File: src/rtl/dds_addr_gen.sv
// dds_addr_gen: DDS phase accumulator, waveform-table loader and RAM address sequencer.
// Define DDS_DITHER_EN to add LFSR phase dither ahead of address truncation.
module dds_addr_gen #(
  parameter int unsigned DATA_WIDTH  = 32,
  parameter int unsigned ADDR_WIDTH  = 10,
  parameter int unsigned DATA_DEPTH  = 1024,
  parameter int unsigned PHASE_WIDTH = 32
) (
  input  logic                   clk,
  input  logic                   rst,
  input  logic                   start_load,
  input  logic                   ld_valid,
  output logic                   ld_ready,
  input  logic [DATA_WIDTH-1:0]  ld_data,
  input  logic                   ld_last,
  input  logic                   run_en,
  input  logic                   sync_clr,
  input  logic                   cfg_valid,
  output logic                   cfg_ready,
  input  logic [PHASE_WIDTH-1:0] cfg_ftw,
  input  logic [PHASE_WIDTH-1:0] cfg_pow,
  output logic [ADDR_WIDTH-1:0]  ram_addr,
  output logic [DATA_WIDTH-1:0]  ram_din,
  output logic                   ram_wrn,
  input  logic [DATA_WIDTH-1:0]  ram_dout,
  output logic                   out_valid,
  output logic [DATA_WIDTH-1:0]  out_data,
  output logic                   table_ok,
  output logic                   busy
);
  localparam int unsigned SHIFT_W = PHASE_WIDTH - ADDR_WIDTH;

  typedef enum logic [1:0] {S_IDLE, S_LOAD, S_RUN} state_e;

  state_e                  state_q, state_d;
  logic [ADDR_WIDTH-1:0]   ptr_q, ptr_d;
  logic [ADDR_WIDTH-1:0]   ram_addr_q, ram_addr_d;
  logic [DATA_WIDTH-1:0]   ram_din_q, ram_din_d;
  logic                    ram_wrn_q, ram_wrn_d;
  logic                    issue_q, issue_d;
  logic                    out_valid_q, out_valid_d;
  logic                    table_ok_q, table_ok_d;
  logic [PHASE_WIDTH-1:0]  acc_q, acc_d;
  logic [PHASE_WIDTH-1:0]  ftw_q, ftw_d;
  logic [PHASE_WIDTH-1:0]  pow_q, pow_d;

  logic                    ld_beat_c;
  logic                    ld_end_c;
  logic                    cfg_accept_c;
  logic [PHASE_WIDTH-1:0]  phase_c;
  logic [ADDR_WIDTH-1:0]   addr_c;

  assign ld_ready     = (state_q == S_LOAD);
  assign cfg_ready    = (state_q != S_LOAD);
  assign busy         = (state_q == S_LOAD);
  assign ld_beat_c    = (state_q == S_LOAD) && ld_valid;
  assign ld_end_c     = ld_beat_c && (ld_last || (ptr_q == ADDR_WIDTH'(DATA_DEPTH - 1)));
  assign cfg_accept_c = cfg_valid && cfg_ready;

`ifdef DDS_DITHER_EN
  localparam int unsigned DITH_W = (SHIFT_W < 16) ? SHIFT_W : 16;
  localparam logic [15:0] LFSR_SEED = 16'hACE1;

  logic [15:0] lfsr_q, lfsr_d;
  logic        lfsr_fb_c;

  assign lfsr_fb_c = lfsr_q[15] ^ lfsr_q[13] ^ lfsr_q[12] ^ lfsr_q[10];
  assign phase_c   = acc_q + pow_q + PHASE_WIDTH'(lfsr_q[DITH_W-1:0]);

  // Dither sequence advances only while sweeping; sync_clr restarts it.
  always_comb begin
    lfsr_d = lfsr_q;
    if (state_q == S_RUN) lfsr_d = {lfsr_q[14:0], lfsr_fb_c};
    if (sync_clr)         lfsr_d = LFSR_SEED;
  end

  always_ff @(posedge clk) begin
    if (rst) lfsr_q <= LFSR_SEED;
    else     lfsr_q <= lfsr_d;
  end
`else
  assign phase_c = acc_q + pow_q;
`endif

  assign addr_c = ADDR_WIDTH'(phase_c >> SHIFT_W);

  // State register
  always_ff @(posedge clk) begin
    if (rst) state_q <= S_IDLE;
    else     state_q <= state_d;
  end

  // Next-state logic; start_load wins over run_en in IDLE
  always_comb begin
    state_d = state_q;
    case (state_q)
      S_IDLE: begin
        if (start_load)              state_d = S_LOAD;
        else if (run_en && table_ok_q) state_d = S_RUN;
      end
      S_LOAD:  if (ld_end_c) state_d = S_IDLE;
      S_RUN:   if (!run_en)  state_d = S_IDLE;
      default: state_d = S_IDLE;
    endcase
  end

  // Next values for the registered outputs and datapath
  always_comb begin
    ptr_d       = ptr_q;
    ram_addr_d  = ram_addr_q;
    ram_din_d   = ram_din_q;
    ram_wrn_d   = 1'b0;
    issue_d     = 1'b0;
    out_valid_d = issue_q;
    table_ok_d  = table_ok_q;
    acc_d       = acc_q;
    ftw_d       = ftw_q;
    pow_d       = pow_q;
    case (state_q)
      S_IDLE: if (start_load) ptr_d = '0;
      S_LOAD: begin
        if (ld_beat_c) begin
          ram_addr_d = ptr_q;
          ram_din_d  = ld_data;
          ram_wrn_d  = 1'b1;
          ptr_d      = ptr_q + ADDR_WIDTH'(1);
        end
        if (ld_end_c) table_ok_d = 1'b1;
      end
      S_RUN: begin
        acc_d      = acc_q + ftw_q;
        ram_addr_d = addr_c;
        issue_d    = 1'b1;
      end
      default: ;
    endcase
    if (sync_clr) acc_d = '0;
    if (cfg_accept_c) begin
      ftw_d = cfg_ftw;
      pow_d = cfg_pow;
    end
  end

  always_ff @(posedge clk) begin
    if (rst) begin
      ptr_q       <= '0;
      ram_addr_q  <= '0;
      ram_din_q   <= '0;
      ram_wrn_q   <= 1'b0;
      issue_q     <= 1'b0;
      out_valid_q <= 1'b0;
      table_ok_q  <= 1'b0;
      acc_q       <= '0;
      ftw_q       <= '0;
      pow_q       <= '0;
    end else begin
      ptr_q       <= ptr_d;
      ram_addr_q  <= ram_addr_d;
      ram_din_q   <= ram_din_d;
      ram_wrn_q   <= ram_wrn_d;
      issue_q     <= issue_d;
      out_valid_q <= out_valid_d;
      table_ok_q  <= table_ok_d;
      acc_q       <= acc_d;
      ftw_q       <= ftw_d;
      pow_q       <= pow_d;
    end
  end

  assign ram_addr  = ram_addr_q;
  assign ram_din   = ram_din_q;
  assign ram_wrn   = ram_wrn_q;
  assign out_valid = out_valid_q;
  assign out_data  = ram_dout;
  assign table_ok  = table_ok_q;

endmodule

File: config.mk
export PLATFORM = sky130hd
export DESIGN_NAME = dds_addr_gen
export DESIGN_NICKNAME = d
export VERILOG_FILES = /design/src/rtl/dds_addr_gen.sv
export SDC_FILE = /design/constraint.sdc
export NUM_CORES = 1
export LEC_CHECK = 0
export ABC_AREA = 1
export ABC_CLOCK_PERIOD_IN_PS = 3100
export CELL_PAD_IN_SITES_DETAIL_PLACEMENT = 2
export CELL_PAD_IN_SITES_GLOBAL_PLACEMENT = 2
export CORE_UTILIZATION = 29
export CTS_CLUSTER_SIZE = 40
export DETAILED_ROUTE_END_ITERATION = 8
export PLACE_DENSITY = 0.93
export SLEW_MARGIN = 30
export SYNTH_ARGS = -nofsm -noshare
export SYNTH_HDL_FRONTEND = slang
export SYNTH_SLANG_ARGS = --single-unit
File: constraint.sdc
create_clock -name clk -period 3.1 [get_ports clk]
set_input_delay 0.62 -clock clk [delete_from_list [all_inputs] [get_ports clk]]
set_output_delay 0.62 -clock clk [all_outputs]
set_load 0.01 [all_outputs]
Word level (Yosys, flattened, before mapping)
Cells that the tools add are included.
{"block": "totals", "reg_bits": 154, "output_inout_bits": 80}
{"block": "op_classes", "addsub": 3, "n_eq_ne": 9, "n_mux": 12, "bitwise_logic": 1, "n_reduce_logical": 15}
{"op": "$add 32x32->32", "count": 2}
{"op": "$pmux 10 s2", "count": 2}
{"op": "$mux 10", "count": 3}
{"op": "$add 10x1->10 const B", "count": 1}
{"op": "$eq 10x10->1 const B", "count": 1}
{"op": "$mux 2", "count": 4}
{"op": "$ne 2x1->1 const B", "count": 3}
{"op": "$pmux 2 s3", "count": 1}
{"op": "$reduce_and 2->1", "count": 3}
{"op": "$reduce_and 3->1", "count": 2}
{"op": "$logic_and 1x1->1", "count": 4}
{"op": "$ne 2x2->1 const B", "count": 2}
{"op": "$reduce_bool 2->1", "count": 2}
{"op": "$reduce_or 2->1", "count": 2}
{"op": "$ne 3x3->1 const B", "count": 1}
{"op": "$eq 2x1->1 const B", "count": 1}
{"op": "$eq 2x2->1 const B", "count": 1}
{"op": "$logic_not 2->1", "count": 1}
{"op": "$mux 1", "count": 2}
{"op": "$logic_or 1x1->1", "count": 1}
{"op": "$not 1->1", "count": 1}

Longest topological paths before layout
{"block": "depth", "depth_word": 5, "depth_mapped": 15}

Worst setup path before layout
OpenSTA, ideal clock, no wires.
{"block": "synth_path", "kind": "register to register", "from": "register acc_q[0]", "to": "register acc_q[20]", "setup_time_ps": 109, "t_arrival_ps": 1737, "setup_slack_ps": 1254, "stages_incl_launch_ff": 14, "n_path_buf": 0, "period_less_slack_ps": 1846, "cell_sequence": "dfxtp_1 ha_1 fa_1 nand3_2 and2_4 nor2_4 nor2_4 o21bai_4 nand2_1 nand2_1 nand2_1 nand3_1 nand2_1 inv_1"}
{"block": "synth_between", "elab_chain_len": 1}
{"item": "from (decl)", "line_no": "43", "text": "logic [PHASE_WIDTH-1:0] acc_q, acc_d;"}
{"item": "from (signal assigned)", "line_no": "153", "text": "acc_q <= '0;"}
{"item": "from (signal assigned)", "line_no": "164", "text": "acc_q <= acc_d;"}
{"item": "$add 32x32->32", "line_no": "131", "text": "acc_d = acc_q + ftw_q;"}
Every way passes these cells.
A chain may end at the register's enable or synchronous reset.

Final worst setup path
{"block": "layout_path", "from": "register acc_q[12]", "to": "register acc_q[25]"}
The elaborated chain is that of the path after synthesis.

==> impl_metrics.env <==
export IMPL_status="completed"
export IMPL_met3RoutedLength_um=1715
export IMPL_routed_via_density=5.184
export IMPL_final_min_period_over_clock_period_pct=80.78
export IMPL_total_negative_slack_for_setup_checks_ps=0
export IMPL_final_cell_count_no_fill=2161
export IMPL_route_met2_wl_um=24230
export IMPL_layout_common_cells="437 x nand2_1, 272 x nor2_1, 192 x inv_1"
export IMPL_clk_path_buf_depth=2
export IMPL_synth_yosys_seq_area_share_pct=30.95
export IMPL_drive_gt1_share_pct=4.845
export IMPL_drv_cap=0
export IMPL_yosys_warnings=0
export IMPL_timing_critical_path_mode_cell="nand2_1"
export IMPL_synth_fp_nets=1794
export IMPL_drtIter0Drc=575
export IMPL_ir_drop_v=0.0003861
export IMPL_r2r_worst_path_cells=10
export IMPL_cts_hold_fix_buffers=0
export IMPL_finalHoldViolCount=0
export IMPL_drt_wirelength_per_cell_um=21.91
export IMPL_final_min_clock_period_ps=2504
export IMPL_cts_buffers=17
export IMPL_multiInputGateArea_mm2=0.005668
export IMPL_die_width_um=187.3
export IMPL_synth_top_cell_by_area="dfxtp_1"
export IMPL_most_frequent_standard_cell_in_the_layout_excluding_fill_and_tap_cells="nand2_1"
export IMPL_tightestPinTransition_ps=783.7
export IMPL_regToRegSetupSlack_ps=600
export IMPL_cts_root_buffer_cell="clkbuf_16"
export IMPL_post_cts_setup_buffer_count=0
export IMPL_synthesis_instances=1595
export IMPL_core_area_mm2=0.03370
export IMPL_nFillCells=4135
export IMPL_route_detailed_drc=0
export IMPL_synthesis_area_per_instance_um2=6.245
export IMPL_cts_tree="built"
export IMPL_routed_wl_um=47350
export IMPL_worst_path_max_delay_cell="a21oi_1"
export IMPL_slowest_delay_ps=510
export IMPL_grt_antenna_before_repair=0
export IMPL_power_density_cell_area_mw_per_mm2=464.0
export IMPL_syn_area_mm2=0.009961
export IMPL_cts_reportedPaths_clkPinSlew_ps=80
export IMPL_numPlacedInstances=2129
export IMPL_share_of_synthesized_cell_area_in_and_or_nand_and_nor_gates_pct=34.62
export IMPL_synth_top_family_by_area="simple AND/OR/NAND/NOR gates"
export IMPL_antennaDiodeCount=0
export IMPL_grt_overflow_total=0
export IMPL_instance_count_along_the_most_critical_hold_path=2
export IMPL_first_pass_iters=5
export IMPL_clock_fmax_mhz=399.3
export IMPL_netlist_top_cells_area="dfxtp_1 31%, nand2_1 17%, nor2_1 10%"
export IMPL_finalSetupViolations=0
export IMPL_class_of_the_most_critical_hold_timing_path="flop to flop"
export IMPL_finalNetCount=1899
export IMPL_total_power_mw=5.705
export IMPL_criticalPathCategory="flop to flop"
export IMPL_register_area_mm2=0.003083
export IMPL_die_y_um=187.3
export IMPL_numPortBuffers=151
export IMPL_vias=11200
export IMPL_grt_max_degree=62
export IMPL_rows=67
export IMPL_area_growth_synth_to_final_pct=23.43
export IMPL_routed_top_layer="met4"
export IMPL_initial_utilization_pct=29.56
export IMPL_gp_routability_congestion=0.8727
export IMPL_half_perimeter_wire_length_after_placement_um=32360
export IMPL_timing_critical_path_to_type="flop"
export IMPL_worst_slew_margin_rel_pct=47.75
export IMPL_ys_types=41
export IMPL_pre_cts_slack_ps=854.9
export IMPL_first_pass_grt_wire_length_um=74640
export IMPL_p_leak_nw=5.630
export IMPL_synth_compound_gate_area_share_pct=12.95
export IMPL_grt_setup_unrepaired="no"
export IMPL_synth_mux_area_fraction_pct=0
export IMPL_clock_skew_final_ps=19.34
export IMPL_yosys_register_bits=154
export IMPL_post_synth_top_area_fraction_pct=30.95
export IMPL_track_usage_pct=27.14
export IMPL_cp_required_ps=3470
export IMPL_share_of_the_synthesized_netlist_area_taken_by_xor_and_xnor_gates_pct=1.319
export IMPL_clock_sink_count=154
export IMPL_boundaryPins=216
export IMPL_post_synth_fa_ha_maj_area_fraction_pct=7.989
export IMPL_cp_arrival_ps=2870
export IMPL_ant_nets=0
export IMPL_dieArea_mm2=0.03509
export IMPL_final_setup_worst_slack_ps=595.9
export IMPL_slew_violations=0
export IMPL_post_cts_resized=0
export IMPL_met1Wirelength_um=19130
export IMPL_cells_along_the_critical_path="ha_1 > a21oi_1 > o21ai_0 > a21oi_1 > o21a_1 > nand2_1 > nand2_1 > nand3_1 > nand2_1 > inv_1"
export IMPL_clkLatencyLatePin_ps=460
export IMPL_critical_path_peak_fanout=5
export IMPL_final_core_utilization_pct=36.48
export IMPL_worstSetupStartpointType="flop"
export IMPL_htree_levels=4
export IMPL_first_global_vias=12890
[power by group]
part	internal (mW)	switching (mW)
combinational	0.428	0.695
sequential	2.11	0.122
clock	1.37	0.974
[Yosys cell counts, drive strengths merged]
cell	instances
a21o	3
a21oi	112
and2	2
and3	2
buf	47
clkbuf	28
clkinv	3
dfxtp	154
dlymetal6s2s	1
fa	1
ha	62
inv	200
nand2	446
nand3	78
nand3b	3
nand4	8
nor2	284
nor3	15
nor4	2
o211ai	3
o21a	4
o21ai	117
o21bai	5
xnor2	5
xor2	10
[stage by stage]
stage               cell area [um2]  hold slack, ps
floorplan                      9961           388.3
global placement              11670           391.9
CTS                           12290           413.7
finish                        12290           406.5
detailed placement            11670           404.8
global route                  12290           428.8
[layout make-up]
cell class | instances | area share (%)
clock buffers | 22 | 3.694
clock inverters | 10 | 1.343
inverters | 203 | 6.198
multi-input cells | 1162 | 46.10
flip-flops and latches | 154 | 25.08
well taps | 448 | 4.559
repair buffers | 162 | 13.03
[cell families after synthesis]
family	after synthesis
AO/OA/AOI/OAI	244
XOR/XNOR	15
adder cells (fa/ha/maj)	63
buffers and inverters	279
flip-flops	154
AND/OR/NAND/NOR	840
[flip-flops by register name (all words and copies together), names as in the netlist]
register / flops
ram_addr: 10
state_q: 2
out_valid: 1
pow_q: 32
issue_q: 1
ftw_q: 32
ptr_q: 10
ram_wrn: 1
ram_din: 32
acc_q: 32
table_ok: 1
[worst max-delay path: cells and delay by family (launching register included)]
kind / cells / cell delay [ps]
AO/OA/AOI/OAI: 4 / 1270
AND/OR/NAND/NOR: 4 / 300
adder cells (fa/ha/maj): 1 / 430
flip-flops: 1 / 370
buffers and inverters: 1 / 40
[path summary, 6_finish.rpt]
path / start / end
setup / recovery: acc_q[12]$_SDFFE_PP0P_ / acc_q[25]$_SDFFE_PP0P_
hold / removal: issue_q$_SDFF_PP0_ / out_valid$_SDFF_PP0_
setup reg to reg: acc_q[12]$_SDFFE_PP0P_ / acc_q[25]$_SDFFE_PP0P_
hold reg to reg: issue_q$_SDFF_PP0_ / out_valid$_SDFF_PP0_
[layer usage]
metal | vias up | track usage, %
met4 | 0 | 14.31
li1 | 5179 | -
met5 | - | 0
met1 | 5584 | 30.68
met2 | 308 | 49.27
met3 | 131 | 3.696
Power figures use the tool's default switching activity.
